[config.mk]
export PLATFORM = sky130hd
export DESIGN_NAME = route_lock_ctrl
export DESIGN_NICKNAME = d
export VERILOG_FILES = /design/src/rtl/route_pkg.sv /design/src/rtl/release_timer.sv /design/src/rtl/route_lock_ctrl.sv
export SDC_FILE = /design/constraint.sdc
export NUM_CORES = 1
export LEC_CHECK = 0
export CAP_MARGIN = 10
export CELL_PAD_IN_SITES_DETAIL_PLACEMENT = 1
export CELL_PAD_IN_SITES_GLOBAL_PLACEMENT = 1
export CORE_ASPECT_RATIO = 0.8
export CORE_MARGIN = 4
export CORE_UTILIZATION = 45
export DETAILED_ROUTE_END_ITERATION = 6
export HOLD_SLACK_MARGIN = 0.08
export PLACE_DENSITY_LB_ADDON = 0.05
export SLEW_MARGIN = 30
export SYNTH_ARGS = -nofsm -noshare
export SYNTH_HDL_FRONTEND = slang
export SYNTH_SLANG_ARGS = --single-unit
export TNS_END_PERCENT = 5
[constraint.sdc]
create_clock -name i_Clk -period 3.9 [get_ports i_Clk]
set_input_delay 0.975 -clock i_Clk [delete_from_list [all_inputs] [get_ports i_Clk]]
set_output_delay 0.975 -clock i_Clk [all_outputs]
set_load 0.005 [all_outputs]
[src/rtl/route_pkg.sv]
// Shared types and constants for the route-setting controller.
// Route indices name bit positions in every route vector.
package route_pkg;

    typedef enum logic [1:0] {
        IDLE    = 2'd0,
        PRESENT = 2'd1,
        SAMPLE  = 2'd2
    } state_e;

    localparam int N_ROUTES_DEF = 8;
    localparam int ROUTE_IDX_W  = $clog2(N_ROUTES_DEF);

    localparam logic [ROUTE_IDX_W-1:0] ROUTE_A = ROUTE_IDX_W'(0);
    localparam logic [ROUTE_IDX_W-1:0] ROUTE_B = ROUTE_IDX_W'(1);
    localparam logic [ROUTE_IDX_W-1:0] ROUTE_C = ROUTE_IDX_W'(2);
    localparam logic [ROUTE_IDX_W-1:0] ROUTE_D = ROUTE_IDX_W'(3);
    localparam logic [ROUTE_IDX_W-1:0] ROUTE_E = ROUTE_IDX_W'(4);
    localparam logic [ROUTE_IDX_W-1:0] ROUTE_F = ROUTE_IDX_W'(5);
    localparam logic [ROUTE_IDX_W-1:0] ROUTE_G = ROUTE_IDX_W'(6);
    localparam logic [ROUTE_IDX_W-1:0] ROUTE_H = ROUTE_IDX_W'(7);

endpackage

[src/rtl/release_timer.sv]
// Per-route release down-counter: loaded on an accepted cancel, it flags
// expiry on the cycle whose edge takes it from 1 to 0.
module release_timer #(
    parameter int RELEASE_CYCLES = 16
) (
    input  logic i_Clk,
    input  logic i_Rst_n,
    input  logic i_Start,
    input  logic i_Lock,
    output logic o_Expire,
    output logic o_Active
);

    localparam int CNT_W = $clog2(RELEASE_CYCLES + 1);

    logic [CNT_W-1:0] cnt_q;
    logic [CNT_W-1:0] cnt_d;

    always_comb begin
        cnt_d = cnt_q;
        if (!i_Lock) begin
            cnt_d = '0;
        end else if (cnt_q != '0) begin
            cnt_d = cnt_q - CNT_W'(1);
        end else if (i_Start) begin
            cnt_d = CNT_W'(RELEASE_CYCLES);
        end
    end

    always_ff @(posedge i_Clk or negedge i_Rst_n) begin
        if (!i_Rst_n) begin
            cnt_q <= '0;
        end else begin
            cnt_q <= cnt_d;
        end
    end

    assign o_Expire = i_Lock && (cnt_q == CNT_W'(1));
    assign o_Active = (cnt_q != '0);

endmodule

[src/rtl/route_lock_ctrl.sv]
// Request-side route controller: queues set requests, presents one candidate at
// a time to the interlock array, then locks or rejects it; cancels time out locks.
module route_lock_ctrl
    import route_pkg::*;
#(
    parameter int N_ROUTES       = N_ROUTES_DEF,
    parameter int RELEASE_CYCLES = 16
) (
    input  logic                        i_Clk,
    input  logic                        i_Rst_n,
    input  logic [N_ROUTES-1:0]         i_Req,
    input  logic [N_ROUTES-1:0]         i_Cancel,
    input  logic                        i_Ok,
    output logic [N_ROUTES-1:0]         o_ChkVec,
    output logic [N_ROUTES-1:0]         o_Cand,
    output logic [N_ROUTES-1:0]         o_Lock,
    output logic                        o_Busy,
    output logic                        o_Reject,
    output logic [$clog2(N_ROUTES)-1:0] o_RejectId
);

    localparam int IDX_W = $clog2(N_ROUTES);

    state_e             state_q, state_d;
    logic [N_ROUTES-1:0] pend_q, pend_d;
    logic [N_ROUTES-1:0] lock_q, lock_d;
    logic [N_ROUTES-1:0] cand_q, cand_d;
    logic [N_ROUTES-1:0] chkVec_q, chkVec_d;
    logic [IDX_W-1:0]    candIdx_q, candIdx_d;
    logic [IDX_W-1:0]    ptr_q, ptr_d;
    logic [IDX_W-1:0]    rejectId_q, rejectId_d;
    logic                reject_q, reject_d;
    logic                busy_q, busy_d;

    logic [N_ROUTES-1:0] expire;
    logic [N_ROUTES-1:0] active;
    logic [N_ROUTES-1:0] relStart;
    logic [N_ROUTES-1:0] lockSet;
    logic [N_ROUTES-1:0] take;
    logic [N_ROUTES-1:0] pickOneHot;
    logic [IDX_W-1:0]    pickIdx;
    logic [IDX_W-1:0]    nextPtr;
    logic                abort;

    // First pending index at or above ptr, wrapping; iterate downward so the
    // nearest match is the last one written.
    function automatic logic [IDX_W-1:0] pickRoute(input logic [N_ROUTES-1:0] pend,
                                                   input logic [IDX_W-1:0]    ptr);
        logic [IDX_W-1:0] sel;
        int               idx;
        sel = ptr;
        for (int k = N_ROUTES - 1; k >= 0; k--) begin
            idx = (int'(ptr) + k) % N_ROUTES;
            if (pend[idx[IDX_W-1:0]]) begin
                sel = idx[IDX_W-1:0];
            end
        end
        return sel;
    endfunction

    for (genvar g = 0; g < N_ROUTES; g++) begin : g_timer
        release_timer #(
            .RELEASE_CYCLES(RELEASE_CYCLES)
        ) u_timer (
            .i_Clk   (i_Clk),
            .i_Rst_n (i_Rst_n),
            .i_Start (relStart[g]),
            .i_Lock  (lock_q[g]),
            .o_Expire(expire[g]),
            .o_Active(active[g])
        );
    end

    assign relStart = i_Cancel & lock_q & ~active;
    assign pickIdx  = pickRoute(pend_q, ptr_q);
    assign nextPtr  = (candIdx_q == IDX_W'(N_ROUTES - 1)) ? '0 : candIdx_q + IDX_W'(1);
    assign abort    = |(i_Cancel & cand_q);

    always_comb begin
        pickOneHot          = '0;
        pickOneHot[pickIdx] = 1'b1;
    end

    always_comb begin
        state_d    = state_q;
        cand_d     = cand_q;
        candIdx_d  = candIdx_q;
        ptr_d      = ptr_q;
        reject_d   = 1'b0;
        rejectId_d = rejectId_q;
        lockSet    = '0;
        take       = '0;

        unique case (state_q)
            IDLE: begin
                if (|pend_q) begin
                    candIdx_d = pickIdx;
                    cand_d    = pickOneHot;
                    take      = pickOneHot;
                    state_d   = PRESENT;
                end
            end
            PRESENT: begin
                if (abort) begin
                    cand_d  = '0;
                    state_d = IDLE;
                end else begin
                    state_d = SAMPLE;
                end
            end
            SAMPLE: begin
                if (abort) begin
                    cand_d  = '0;
                    state_d = IDLE;
                end else begin
                    if (i_Ok) begin
                        lockSet = cand_q;
                    end else begin
                        reject_d   = 1'b1;
                        rejectId_d = candIdx_q;
                    end
                    cand_d  = '0;
                    ptr_d   = nextPtr;
                    state_d = IDLE;
                end
            end
            default: begin
                cand_d  = '0;
                state_d = IDLE;
            end
        endcase

        // Clear (cancel or candidate take) beats a same-edge set.
        pend_d   = (pend_q | (i_Req & ~lock_q)) & ~i_Cancel & ~take;
        lock_d   = (lock_q | lockSet) & ~expire;
        chkVec_d = lock_d | cand_d;
        busy_d   = (state_d != IDLE);
    end

    always_ff @(posedge i_Clk or negedge i_Rst_n) begin
        if (!i_Rst_n) begin
            state_q    <= IDLE;
            pend_q     <= '0;
            lock_q     <= '0;
            cand_q     <= '0;
            chkVec_q   <= '0;
            candIdx_q  <= '0;
            ptr_q      <= '0;
            rejectId_q <= '0;
            reject_q   <= 1'b0;
            busy_q     <= 1'b0;
        end else begin
            state_q    <= state_d;
            pend_q     <= pend_d;
            lock_q     <= lock_d;
            cand_q     <= cand_d;
            chkVec_q   <= chkVec_d;
            candIdx_q  <= candIdx_d;
            ptr_q      <= ptr_d;
            rejectId_q <= rejectId_d;
            reject_q   <= reject_d;
            busy_q     <= busy_d;
        end
    end

    assign o_ChkVec   = chkVec_q;
    assign o_Cand     = cand_q;
    assign o_Lock     = lock_q;
    assign o_Busy     = busy_q;
    assign o_Reject   = reject_q;
    assign o_RejectId = rejectId_q;

endmodule

==> flow_metrics.tcl <==
set metrics [dict create \
    rows 33 \
    crit_path_cell_trace "inv_2 -> ha_1 -> mux2_2 -> mux4_2 -> o31ai_2 -> nand3b_1 -> a311oi_4 -> or2_1 -> a311oi_1" \
    cts_root_buf "clkbuf_16" \
    p_leak_nw 2.53 \
    io_pins 48 \
    hpwlAfterDp_mm 10.2 \
    grt_max_degree 45 \
    synth_nets 537 \
    maxCapViolations 0 \
    crit_family "multiplexers" \
    synth_area_leaders "dfrtp_1, a21oi_1, ha_1" \
    path_clk_slew_ns 0.06 \
    area_growth_syn_to_layout_pct 17.3 \
    p_per_area_nw_per_um2 996 \
    dp_cells 672 \
    worstSetupPathType "reg2reg" \
    grt_pass1_vias 4351 \
    grt_overflow_total 0 \
    ys_types 56 \
    cts_htree_levels 3 \
    tritoncts "yes" \
    final_hold_viol_count 0 \
    synth-seq-cells 85 \
    drt_iter0_drc 263 \
    cts_buffers 9 \
    drc 0 \
    fin_hold_ws_ns 0.515 \
    crit_required_ns 4.09 \
    fmax_ghz 0.283 \
    fin_nets 582 \
    relSlewSlack 0.618 \
    critPathBufInv 1 \
    fin_util 0.550 \
    fin_crit_ns 3.53 \
    synthArstFlopShare 1.00 \
    endpoint_kind "register" \
    top_usage_layer "met2" \
    place.gp.congestion 0.788 \
    met1_usage 0.304 \
    status "finished clean" \
    clockBufferDepth 2 \
    min_path_type "reg2reg" \
    n_antenna_cell 0 \
    cts_hold_buf 0 \
    worst_pin_slew_ns 0.573 \
    critPathMaxStageDelay_ns 0.61 \
    setup_viol 0 \
    first_pass_iters 4 \
    skew_ns 0.00713 \
    vias_per_cell 5.95 \
    use_met3 0.0440 \
    clock_sinks 85 \
    drive_gt1_frac 0.110 \
    post_cts_buffers 0 \
    cp_slowest_cell "ha_1" \
    yosys.area.top_type "dfrtp_1" \
    yosysSeqAreaShare 0.436 \
    fin_tns_setup_ns 0 \
    slew_violations 0 \
    yosysTopAreaCellShare 0.436 \
    worstPathArrival_ns 3.72 \
    routed-via-count 4090 \
    fin_crit_sh 0.906 \
    insertion_delay_ns 0.34 \
    ys_warn_count 0 \
    globalRouteMet2Util 0.385 \
    die-area_um2 12600 \
    start_util 0.468 \
    die_x_um 124 \
    syn_inst 498 \
    grt.total_usage 0.228 \
    syn_area_um2 4870 \
    rsz0062_at_grt "false" \
    critPathLaunchType "register" \
    port_buffers 47 \
    route.antenna.remaining_nets 0 \
    cts_resized 0 \
    grt_antenna_before_repair 0 \
    grt_pass1_wl_mm 23.0 \
    coreArea_um2 10400 \
    synth_area_per_cell_um2 9.79 \
    ir_drop_uv 516 \
    synth_edf_count 0 \
    wl_per_cell_um 20.1 \
    crit_fanout 13 \
    ys.flop_type "dfrtp_1" \
    fin_cells 687 \
    die_h_um 101 \
    routed_wl_mm 13.8 \
]
-- final cells by class --
type                    count  area [um2]
fillers                  1192        4690
multi-input cells         350        2450
flip-flops and latches     85        2130
repair buffers             56         536
clock buffers              14         274
well taps                 140         175
inverters                  41         154
clock inverters             1        5.00
-- cells in the mapped netlist, types with 9 or more instances --
master	count
a31oi_1	18
ha_1	20
nor3_1	40
a21oi_1	55
inv_1	39
mux4_2	11
dfrtp_1	85
nand2_1	39
and3_1	9
mux2_2	12
nor2_1	51
-- state kept, by name, summed over array words and instances (netlist names) --
name / flops
candIdx_q: 3
g_timer.u_timer.cnt_q: 40
o_Busy: 1
o_Cand: 8
o_ChkVec: 8
o_Lock: 8
o_Reject: 1
o_RejectId: 3
pend_q: 8
ptr_q: 3
state_q: 2
-- power by group --
group          switching, mW  internal [mW]
clock                  0.334          0.480
sequential             0.321           1.14
combinational           2.02           1.39
-- cell families (layout without fill, tap and decap cells) --
| group | Yosys count | in the layout | synth area share |
|---|---|---|---|
| compound gates | 125 | 125 | 0.171 |
| xor+xnor | 11 | 11 | 0.0213 |
| fa+ha+maj | 20 | 20 | 0.0513 |
| buf+inv | 63 | 112 | 0.0624 |
| flops | 85 | 85 | 0.436 |
| mux | 28 | 28 | 0.0924 |
| simple gates | 166 | 166 | 0.166 |
-- worst reg2reg max path, stage by stage (launching register included) --
cell and delay, ns:
dfrtp_1 0.35, inv_2 0.10, ha_1 0.61, mux2_2 0.41, mux4_2 0.51, o31ai_2 0.20
nand3b_1 0.14, a311oi_4 0.42, or2_1 0.45, a311oi_1 0.18
-- path summary, 6_finish.rpt --
check                               from                     endpoint  slack, ns  cells past startpoint
setup / recovery                ptr_q[1]                    pend_q[0]       0.37                      9
hold / removal             o_RejectId[1]                o_RejectId[1]       0.51                      1
setup reg to reg                ptr_q[1]                    pend_q[0]       0.37                      9
hold reg to reg            o_RejectId[1]                o_RejectId[1]       0.51                      1
max in group asynchronous        i_Rst_n                    o_Lock[7]       2.52                      2
min in group asynchronous        i_Rst_n  g_timer[4].u_timer.cnt_q[2]       0.63                      1
-- per-stage QoR --
step           setup WS (ns)  cell area, um2  power (mW)
2_1_floorplan          0.537            4870        3.92
3_3_place_gp           0.557            5440        4.71
3_5_place_dp           0.392            5440        4.87
4_1_cts                0.382            5720        5.72
5_1_grt                0.183            5720        6.12
6_report               0.368            5720        5.70
-- cells in the final DEF (no fill, tap or decap), types with 2 or more instances in the layout --
cell type / Yosys / routed
nand4b_1: 7 / 7
nor3_1: 40 / 40
nor2_1: 51 / 51
mux2i_1: 3 / 3
a32o_1: 6 / 6
clkbuf_16: 0 / 9
nand3_1: 3 / 3
o21ai_0: 8 / 8
xnor2_1: 2 / 2
a31oi_1: 18 / 18
nor4_1: 2 / 2
clkbuf_8: 0 / 3
a21oi_1: 55 / 55
a221o_1: 2 / 2
o31ai_2: 2 / 2
mux2_2: 12 / 12
and3_1: 9 / 9
a211oi_1: 3 / 3
a311oi_1: 5 / 5
mux4_2: 11 / 11
inv_1: 39 / 39
nand2b_1: 4 / 4
a22o_1: 2 / 2
or4b_2: 2 / 2
nand2_1: 39 / 39
ha_1: 20 / 20
xor2_1: 8 / 8
buf_4: 8 / 10
dfrtp_1: 85 / 85
a221oi_1: 6 / 6
a22oi_1: 4 / 4
clkdlybuf4s50_1: 0 / 46
o31ai_1: 6 / 6
clkbuf_1: 4 / 2
-- per-layer routing --
metal | wire length (um) | vias to the layer above
li1 | - | 1895
met3 | 577 | 23
met5 | 0 | -
met2 | 6760 | 104
met1 | 6280 | 2068
met4 | 218 | 0
Note: power is estimated with default switching activity, not from simulation.
